$ cat src/rtl/text_sched_pkg.sv
// Shared encodings and glyph geometry for the text cursor scheduler.
package text_sched_pkg;

    typedef enum logic [4:0] {
        ST_IDLE   = 5'b00001,
        ST_POP    = 5'b00010,
        ST_DECODE = 5'b00100,
        ST_ISSUE  = 5'b01000,
        ST_WAIT   = 5'b10000
    } state_t;

    localparam logic [7:0] LF = 8'h0A;
    localparam logic [7:0] CR = 8'h0D;

    localparam int GLYPH_W   = 5;
    localparam int GLYPH_H   = 7;
    localparam int GLYPH_ADV = 6;
    localparam int LINE_ADV  = 8;

endpackage

$ cat src/rtl/text_char_fifo.sv
// Character buffer: count-based full/empty, registered read data one cycle after pop.
module text_char_fifo #(
    parameter int W     = 8,
    parameter int DEPTH = 16
) (
    input  logic         clk,
    input  logic         reset,
    input  logic         wr_en,
    input  logic [W-1:0] wr_data,
    input  logic         rd_en,
    output logic [W-1:0] rd_data,
    output logic         full,
    output logic         empty,
    output logic         overflow
);
    localparam int AW = $clog2(DEPTH);

    logic [W-1:0]  mem [DEPTH];
    logic [AW-1:0] wp, rp;
    logic [AW:0]   count, count_n;
    logic          push, pop;

    assign push    = wr_en && !full;
    assign pop     = rd_en && !empty;
    assign count_n = count + (AW+1)'(push) - (AW+1)'(pop);

    always_ff @(posedge clk)
        if (push) mem[wp] <= wr_data;

    always_ff @(posedge clk or posedge reset) begin
        if (reset) begin
            wp       <= '0;
            rp       <= '0;
            count    <= '0;
            rd_data  <= '0;
            full     <= 1'b0;
            empty    <= 1'b1;
            overflow <= 1'b0;
        end else begin
            if (push) wp <= wp + 1'b1;
            if (pop) begin
                rd_data <= mem[rp];
                rp      <= rp + 1'b1;
            end
            if (wr_en && full) overflow <= 1'b1;
            count <= count_n;
            full  <= (count_n == (AW+1)'(DEPTH));
            empty <= (count_n == '0);
        end
    end
endmodule

$ cat src/rtl/text_cursor_sched.sv
// Pops characters, tracks the text cursor with wrap/LF/CR, and drives the font engine handshake.
module text_cursor_sched
    import text_sched_pkg::*;
#(
    parameter int DATA_WIDTH = 8,
    parameter int FIFO_DEPTH = 16,
    parameter int SCREEN_W   = 240,
    parameter int SCREEN_H   = 240
) (
    input  logic                  clk,
    input  logic                  reset,
    input  logic                  wr_en,
    input  logic [DATA_WIDTH-1:0] wr_char,
    input  logic                  cfg_we,
    input  logic [DATA_WIDTH-1:0] cfg_x,
    input  logic [DATA_WIDTH-1:0] cfg_y,
    input  logic [DATA_WIDTH-1:0] cfg_size,
    output logic                  full,
    output logic                  empty,
    output logic                  overflow,
    output logic                  busy,
    output logic                  fe_enable,
    output logic [DATA_WIDTH-1:0] fe_x0,
    output logic [DATA_WIDTH-1:0] fe_y0,
    output logic [DATA_WIDTH-1:0] fe_char,
    output logic [DATA_WIDTH-1:0] fe_size,
    input  logic                  fe_done
);
    localparam int AW = DATA_WIDTH + 4;

    state_t                state;
    logic [DATA_WIDTH-1:0] x_r, y_r, size_r, char_r;
    logic [AW-1:0]         sz_w, line_y, adv_x, wrap_x, wrap_y;

    text_char_fifo #(.W(DATA_WIDTH), .DEPTH(FIFO_DEPTH)) u_fifo (
        .clk      (clk),
        .reset    (reset),
        .wr_en    (wr_en),
        .wr_data  (wr_char),
        .rd_en    (state == ST_POP),
        .rd_data  (char_r),
        .full     (full),
        .empty    (empty),
        .overflow (overflow)
    );

    assign busy = (state != ST_IDLE) || !empty;

    // Widened math so overshoot past the panel edge is visible before truncation.
    always_comb begin
        sz_w   = AW'(size_r);
        line_y = AW'(y_r) + AW'(LINE_ADV) * sz_w;
        adv_x  = AW'(x_r) + AW'(GLYPH_ADV) * sz_w;
        wrap_x = AW'(x_r);
        wrap_y = AW'(y_r);
        if (wrap_x + AW'(GLYPH_W) * sz_w > AW'(SCREEN_W)) begin
            wrap_x = '0;
            wrap_y = line_y;
        end
        if (wrap_y + AW'(GLYPH_H) * sz_w > AW'(SCREEN_H))
            wrap_y = '0;
    end

    always_ff @(posedge clk or posedge reset) begin
        if (reset) begin
            state     <= ST_IDLE;
            x_r       <= '0;
            y_r       <= '0;
            size_r    <= DATA_WIDTH'(1);
            fe_enable <= 1'b0;
            fe_x0     <= '0;
            fe_y0     <= '0;
            fe_char   <= '0;
            fe_size   <= '0;
        end else begin
            fe_enable <= 1'b0;
            case (state)
                ST_IDLE:   if (!empty) state <= ST_POP;
                ST_POP:    state <= ST_DECODE;
                ST_DECODE: begin
                    if (char_r == DATA_WIDTH'(LF)) begin
                        x_r   <= '0;
                        y_r   <= line_y[DATA_WIDTH-1:0];
                        state <= ST_IDLE;
                    end else if (char_r == DATA_WIDTH'(CR)) begin
                        x_r   <= '0;
                        state <= ST_IDLE;
                    end else begin
                        x_r       <= wrap_x[DATA_WIDTH-1:0];
                        y_r       <= wrap_y[DATA_WIDTH-1:0];
                        fe_x0     <= wrap_x[DATA_WIDTH-1:0];
                        fe_y0     <= wrap_y[DATA_WIDTH-1:0];
                        fe_char   <= char_r;
                        fe_size   <= size_r;
                        fe_enable <= 1'b1;
                        state     <= ST_ISSUE;
                    end
                end
                ST_ISSUE:  state <= ST_WAIT;
                ST_WAIT: begin
                    if (fe_done) begin
                        x_r   <= adv_x[DATA_WIDTH-1:0];
                        state <= ST_IDLE;
                    end
                end
                default:   state <= ST_IDLE;
            endcase
            // Host configuration overrides any same-edge cursor update; fe_* are untouched.
            if (cfg_we) begin
                x_r    <= cfg_x;
                y_r    <= cfg_y;
                size_r <= (cfg_size == '0) ? DATA_WIDTH'(1) : cfg_size;
            end
        end
    end
endmodule

$ cat config.mk
export PLATFORM = sky130hd
export DESIGN_NAME = text_cursor_sched
export DESIGN_NICKNAME = d
export VERILOG_FILES = /design/src/rtl/text_sched_pkg.sv /design/src/rtl/text_char_fifo.sv /design/src/rtl/text_cursor_sched.sv
export SDC_FILE = /design/constraint.sdc
export NUM_CORES = 1
export LEC_CHECK = 0
export BUFFER_PORTS_ARGS = -buffer_cell sky130_fd_sc_hd__buf_2
export CAP_MARGIN = 20
export CORE_ASPECT_RATIO = 2
export CORE_MARGIN = 5
export CORE_UTILIZATION = 48
export CTS_BUF_LIST = sky130_fd_sc_hd__clkbuf_8 sky130_fd_sc_hd__clkbuf_16
export DETAILED_ROUTE_END_ITERATION = 8
export PLACE_DENSITY_LB_ADDON = 0.15
export SLEW_MARGIN = 5
export SYNTH_ARGS = -nofsm -noshare
export SYNTH_HDL_FRONTEND = slang
export SYNTH_SLANG_ARGS = --single-unit
$ cat constraint.sdc
create_clock -name clk -period 7.6 [get_ports clk]
set_input_delay 1.52 -clock clk [delete_from_list [all_inputs] [get_ports clk]]
set_output_delay 1.52 -clock clk [all_outputs]
set_load 0.01 [all_outputs]
==> results of run 1 <==
==> per-layer routing <==
| metal | vias to the layer above | track usage |
|---|---|---|
| met5 | - | 0 |
| met4 | 0 | 0.0888 |
| met3 | 52 | 0.0191 |
| met2 | 129 | 0.392 |
| met1 | 3324 | 0.191 |
| li1 | 3173 | - |
==> area by class of cell <==
class                   count  area [µm²]  share of cell area
clock buffers              21         526              0.0430
clock inverters            17         206              0.0169
inverters                  56         211              0.0173
multi-input cells         542        4510               0.369
flip-flops and latches    214        6000               0.492
well taps                 276         345              0.0283
repair buffers             79         410              0.0336
==> cells in the mapped netlist, types with 2 or more instances <==
master	instances
a31o_2	3
mux4_2	40
fa_1	24
mux2_2	9
o22ai_1	6
and3b_1	3
o31ai_1	5
edfxtp_1	128
o21ai_0	42
clkbuf_1	21
o21bai_1	7
nand2b_1	8
dfrtp_1	83
a211o_1	3
xor2_1	6
o211ai_1	5
a211oi_1	4
a31oi_1	2
or4_1	3
nor3_1	11
nand4_1	2
ha_1	62
buf_1	7
nand2_1	129
inv_1	56
and2_1	3
nor3b_1	2
a22oi_1	8
a21o_1	10
o21ai_1	6
nor4_1	4
a21oi_1	27
xnor2_1	25
dfstp_2	3
and3_1	4
a211oi_2	3
nor2_1	49
mux2i_1	5
nor2b_1	7
o21a_1	2
a21boi_0	2
==> worst reg2reg max path: cells and delay by family, from the launching register on <==
family,cells,cell delay [ns]
AOI/OAI and AO/OA,10,3.37
xor gates and xnor gates,1,0.12
adders and majority gates,5,1.87
DFF,1,0.64
muxes,1,0.43
and+or+nand+nor,2,0.17
==> registers in the layout, indices dropped and copies added, names as in the netlist <==
name / cells
fe_char: 8
fe_enable: 1
fe_size: 8
fe_x0: 8
fe_y0: 8
size_r: 8
state: 5
u_fifo.count: 5
u_fifo.empty: 1
u_fifo.full: 1
u_fifo.mem: 128
u_fifo.overflow: 1
u_fifo.rd_data: 8
u_fifo.rp: 4
u_fifo.wp: 4
x_r: 8
y_r: 8
==> per-stage QoR <==
step / area, µm² / std cells
after floorplan: 10800 / 842
after global placement: 11500 / 1167
after detailed placement: 11500 / 1167
after CTS: 12200 / 1205
after global routing: 12200 / 1205
final: 12200 / 1205
==> power breakdown <==
part	leakage, nW	switching, mW	total (mW)	internal (mW)
Combinational	2.46	1.29	2.33	1.04
Clock	0.356	0.447	1.10	0.649
Sequential	2.22	0.227	1.70	1.47
==> kinds of logic after synthesis <==
| logic type | count (synthesis) |
|---|---|
| simple gates | 230 |
| flops | 214 |
| compound gates | 141 |
| buf+inv | 86 |
| fa+ha+maj | 86 |
| mux | 54 |
| xor+xnor | 31 |
==> path summary, 6_finish.rpt <==
path,slack [ns],endpoint,cells after the start
setup / recovery,0.85,fe_y0[0],19
hold / removal,0.45,u_fifo.overflow,1
setup reg to reg,0.85,fe_y0[0],19
hold reg to reg,0.45,u_fifo.overflow,1
max in group asynchronous,5.45,fe_size[2],3
min in group asynchronous,1.08,u_fifo.count[1],2
==> results.md, run 1 <==
- Post-synth EDFFs: 128
- PortBufs: 73
- Leakage: between 5 and 6 nW
- Wl on met1: just under 8000 µm
- Post-synthesis mux area share: 0.0972
- Syn_area_per_cell: ~13 µm²
- Post-CTS resize count: 0
- FF-to-FF Start: size_r[3]
- Io pins: between 70 and 80
- Period utilisation layout: 0.888
- Async set-reset flop share out of synthesis: 0.402
- Worst EP required: between 7 and 8 ns
- Power, Total: just over 5 mW
- DR pass1 iterations: 4
- Worst-Margin Slew: 1.02 ns
- Largest net degree at the start of global routing: 51
- CTS buffer count: 21
- Crit path buf inv count: 0
- Fin nets: roughly 1000
- Fmax: 148 MHz
- First-pass GRT wire length: slightly below 40000 µm
- Pre-CTS WS: approximately 0.87 ns
- Row Count: 77
- Gr ovfl total: 0
- Postcts setup bufs: 0
- Crit-path cells: ha_1, fa_1, ha_1, o21ai_0, nor2_1, a211o_1, a211o_1, o31ai_4, mux2_2, fa_1, ha_1, a211oi_1, o21bai_1, o41ai_1, xor2_1, o211ai_1, nor2b_1, a31oi_2, o21ai_0
- Max FO, Critical Path: 16
- Maximum vdd ir drop: 0.253 mV
- Area growth syn-to-layout: 12.8%
- Final Hold Fails: 0
- Die area: 25800 µm²
- Drt wl/cell: 20.1 µm
- Post-synth cell types: 54
- Sum of negative setup slack: 0 ns
- CTS tree: yes
- Fill count: approximately 1900
- Synth Area in XOR/XNOR: 0.0251
- Largest family of logic cells by synthesized area: adder cells
- Final routed DRC violation total: 0
- Adder-cell share of the synthesized area: 0.116
- GRT Total Usage: 0.195
- Hold/Removal Path Class: register to register
- Hold_buf cts: 0
- Initial DRC Count: approximately 330
- Slowest library cell on the worst path: a31oi_2
- CP Class: register to register
- Worst-path clk slew: 0.06 ns
- Total number of vias: 6678
- Synth Area in Compound Gates: 0.0840
- Max Root-Sink Buffers: 3
- Vias per cell: about 5.5
- PwrDens: around 420 nW/µm²
- Worst hold path startpoint: u_fifo.overflow
- Yosys warns: 0
- Worst rel slew slack: 0.319
- DR WL met3: 711 µm
- RD Place Congestion: just over 0.9
- Final Setup Violations: 0
- Flops & latches, synth: between 200 and 250
- Worst Slack Setup Final: around 0.85 ns
- Hold slack: about 0.45 ns
- Clock Latency Late Sink: ~0.5 ns
- Post-DP HPWL: approximately 19000 µm
- Top-area cell type share of the netlist area: 0.355
- Syn Nets: between 900 and 1000
- Die X: 116 µm
- Yosys top cell by area: edfxtp_1
- Vias in the first global route: a little over 7000
- Most common cell after layout, fill and taps aside: nand2_1
- Met2 routed WL: 14400 µm
- Worst EP arrival: a little over 7 ns
- RSZ-0062 raised after global routing: no
- Post-synthesis simple-gate area fraction: 0.0927
- Post-DRT Antenna Nets: 0
- CTS sink cnt: approximately 210
- Critical path startpoint: size_r[3]
- Clk_skew: roughly 0.020 ns
- Most frequent cells in the layout: 129 x nand2_1, 128 x edfxtp_1, 81 x dfrtp_1, 73 x buf_2, 62 x ha_1
- Overall routed net length: between 20000 and 25000 µm
- Antenna cells: 0
- Share of layout cells above drive strength 1: 0.194
- Max cap viols: 0
- Mapped Cells: 842
- Initial Utilization: 0.488
- CP Launch Type: register
- Post-synthesis sequential area ratio: 0.554
- Dominant synthesized flop cell: edfxtp_1
- CTS Root Cell: clkbuf_16
- Die Y: 222 µm
- Main area contributors after synthesis: edfxtp_1 36%, dfrtp_1 19%, mux4_2 8.3%
- H-tree depth: 1
- Synth Cell Area: ~11000 µm²
- Final min period: between 6 and 7 ns
- Initial antenna violation count: 0
- Status: finished, final reports clean
- Highest cell delay on the worst timing path: 0.70 ns
- CORE AREA: about 22000 µm²
- Final Core Density: 0.551
- Max-slew violation count: 0
- Crit path max-delay family: compound AO/OA/AOI/OAI gates
- Critical path endpoint category: register
- CP most frequent cell: ha_1
- Max Used Layer: met4
Note: power is estimated with default switching activity, not from simulation.
==> run 2, diff against run 1 <==
--- a/config.mk
+++ b/config.mk
@@ -7,9 +7,11 @@
 export LEC_CHECK = 0
 export BUFFER_PORTS_ARGS = -buffer_cell sky130_fd_sc_hd__buf_2
 export CAP_MARGIN = 20
+export CELL_PAD_IN_SITES_DETAIL_PLACEMENT = 1
+export CELL_PAD_IN_SITES_GLOBAL_PLACEMENT = 2
 export CORE_ASPECT_RATIO = 2
 export CORE_MARGIN = 5
-export CORE_UTILIZATION = 48
+export CORE_UTILIZATION = 43
 export CTS_BUF_LIST = sky130_fd_sc_hd__clkbuf_8 sky130_fd_sc_hd__clkbuf_16
 export DETAILED_ROUTE_END_ITERATION = 8
 export PLACE_DENSITY_LB_ADDON = 0.15
==> results.md, run 2 (synthesized netlist as in run 1, its figures left out) <==
- Initial antenna violation count: 2 (+2)
- Max cap viols: 0 (unchanged)
- Status: finished, final reports clean
- RSZ-0062 raised after global routing: no
- Worst-Margin Slew: 1.01 ns (-0.00937 ns)
- Row Count: 82 (+6.5%)
- Most common cell after layout, fill and taps aside: nand2_1
- Worst Slack Setup Final: 0.952 ns (+0.103 ns)
- Post-DP HPWL: 21700 µm (+16%)
- Biggest register: u_fifo.mem
- First-pass GRT wire length: 44300 µm (+15%)
- Pre-CTS WS: 0.904 ns (+0.0339 ns)
- Drt wl/cell: 21.9 µm (+9.0%)
- Share of layout cells above drive strength 1: 0.195 (+0.00110)
- Final min period: 6.65 ns (-0.103 ns)
- CP endpoint: fe_y0[4]
- Critical path endpoint category: register
- Total number of vias: 6863 (+2.8%)
- Vias in the first global route: 7746 (+6.4%)
- Hold_buf cts: 0 (unchanged)
- Clock Latency Late Sink: 0.52 ns (+0.02 ns)
- Post-CTS resize count: 0 (unchanged)
- CTS sink cnt: 214 (unchanged)
- GRT Total Usage: 0.207 (+0.0111)
- Postcts setup bufs: 0 (unchanged)
- Gr ovfl total: 0 (unchanged)
- Sum of negative setup slack: 0 ns (unchanged)
- Fill count: 2622 (+37%)
- Most frequent cells in the layout: 129 x nand2_1, 128 x edfxtp_1, 81 x dfrtp_1, 73 x buf_2, 62 x ha_1
- Maximum vdd ir drop: 0.267 mV (+5.5%)
- Hold/Removal Path Class: register to register
- CTS Root Cell: clkbuf_16
- RD Place Congestion: 0.889 (-2.5%)
- Leakage: 5.04 nW (about the same)
- Crit-path cells: ha_1, fa_1, ha_1, o21ai_0, nor2_1, a211o_1, a211o_1, o31ai_4, mux2i_1, fa_1, ha_1, o21ai_0, nor3b_1, o21ai_0, o2111ai_1, o211ai_1, nor2b_1, a31oi_2, o21ai_0
- CTS buffer count: 21 (unchanged)
- Post-DRT Antenna Nets: 0 (unchanged)
- Worst-path clk slew: 0.07 ns (about the same)
- Final Setup Violations: 0 (unchanged)
- Die area: 28600 µm² (+11%)
- Register Area: 6000 µm² (unchanged)
- Max-slew violation count: 0 (unchanged)
- Worst reg-to-reg setup slack: 0.95 ns (+0.10 ns)
- Overall routed net length: 27900 µm (+15%)
- Slowest library cell on the worst path: a31oi_2
- CP Launch Type: register
- Worst EP required: 7.96 ns (about the same)
- Max FFs per register: 128 (unchanged)
- FF-to-FF Start: size_r[3]
- Period utilisation layout: 0.875 (-0.0136)
- Vias per cell: 5.40 (-2.6%)
- H-tree depth: 1 (unchanged)
- Die X: 122 µm (+5.2%)
- Worst EP arrival: 7.01 ns (-0.09 ns)
- DR pass1 iterations: 6 (+2)
- Clk_skew: 0.00864 ns (-0.0109 ns)
- Final routed DRC violation total: 0 (unchanged)
- Initial DRC Count: 219 (-33%)
- PortBufs: 73 (unchanged)
- Critical path startpoint: size_r[3]
- Max Root-Sink Buffers: 3 (unchanged)
- CORE AREA: 24900 µm² (+13%)
- Final Hold Fails: 0 (unchanged)
- CTS tree: yes
- Worst R2R Path Depth: 19 (unchanged)
- Largest net degree at the start of global routing: 55 (+7.8%)
- Fmax: 150 MHz (+1.5%)
- Worst rel slew slack: 0.325 (+0.00628)
- Area growth syn-to-layout: 13.3%
- Highest cell delay on the worst timing path: 0.70 ns (about the same)
- CP Class: register to register
- Io pins: 74 (unchanged)
- Max FO, Critical Path: 16 (unchanged)
- Fin nets: 1042 (+0.48%)
- RR Endpoint: fe_y0[4]
- Die Y: 234 µm (+5.4%)
- Initial Utilization: 0.434 (-0.0543)
- CP most frequent cell: o21ai_0
- Multi-input gate area: 4490 µm² (-0.33%)
- PwrDens: 419 nW/µm² (-0.10%)
[run 2: cell count changes in the layout (fill, tap and decap cells not counted), sizes merged]
cell	delta
bufinv	-2
clkinv	-2
buf	+5
clkinvlp	+1
inv	+3
diode	+2
[run 2: how the worst min path moves through the flow]
stage	from	to	slack [ns]	cells past startpoint
6_report	u_fifo.overflow	u_fifo.overflow	0.46	1
5_1_grt	fe_x0[1]	fe_x0[1]	0.49	2
4_1_cts	u_fifo.overflow	u_fifo.overflow	0.47	1
3_5_place_dp	u_fifo.overflow	u_fifo.overflow	0.45	1
3_3_place_gp	u_fifo.overflow	u_fifo.overflow	0.43	1
2_1_floorplan	u_fifo.rd_data[4]	fe_char[4]	0.46	2
[run 2: critical path, delay by kind of cell, from the launching register on]
| family | cells | cell delay (ns) |
|---|---|---|
| multiplexers | 1 | 0.37 |
| flip-flops | 1 | 0.64 |
| AND/OR/NAND/NOR | 3 | 0.27 |
| adder cells (fa/ha/maj) | 5 | 2.04 |
| AO/OA/AOI/OAI | 10 | 3.17 |
[run 2: where the power goes]
group          total, mW  switching [mW]  internal, mW
logic               2.41            1.36          1.05
registers           1.70           0.226          1.47
clock network       1.04           0.454         0.582
total               5.14            2.04          3.10
[run 2: layout make-up]
| cell class | instances | share of cell area |
|---|---|---|
| Timing Repair Buffer | 84 | 0.0365 |
| Tap cell | 336 | 0.0343 |
| Multi-Input combinational cell | 542 | 0.366 |
| Inverter | 56 | 0.0172 |
| Antenna cell | 2 | 0.000408 |
| Clock inverter | 17 | 0.0128 |
| Sequential cell | 214 | 0.489 |
| Clock buffer | 21 | 0.0429 |
[run 2: routing by layer]
| layer | wire length, µm | track usage | vias up |
|---|---|---|---|
| li1 | - | - | 3188 |
| met1 | 8850 | 0.194 | 3484 |
| met2 | 16900 | 0.425 | 128 |
| met3 | 686 | 0.0210 | 63 |
| met4 | 1420 | 0.104 | 0 |
| met5 | 0 | 0 | - |
[run 2: metrics by stage]
| stage | instance area [µm²] | hold WS (ns) | cells | util | power [mW] |
|---|---|---|---|---|---|
| after floorplan | 10800 | 0.461 | 842 | - | 3.46 |
| after global placement | 11600 | 0.432 | 1232 | 0.464 | 4.06 |
| after detailed placement | 11600 | 0.454 | 1232 | 0.464 | 4.16 |
| after CTS | 12300 | 0.468 | 1270 | 0.492 | 5.24 |
| after global routing | 12300 | 0.494 | 1272 | 0.492 | 5.55 |
| final | 12300 | 0.462 | 1272 | 0.492 | 5.14 |
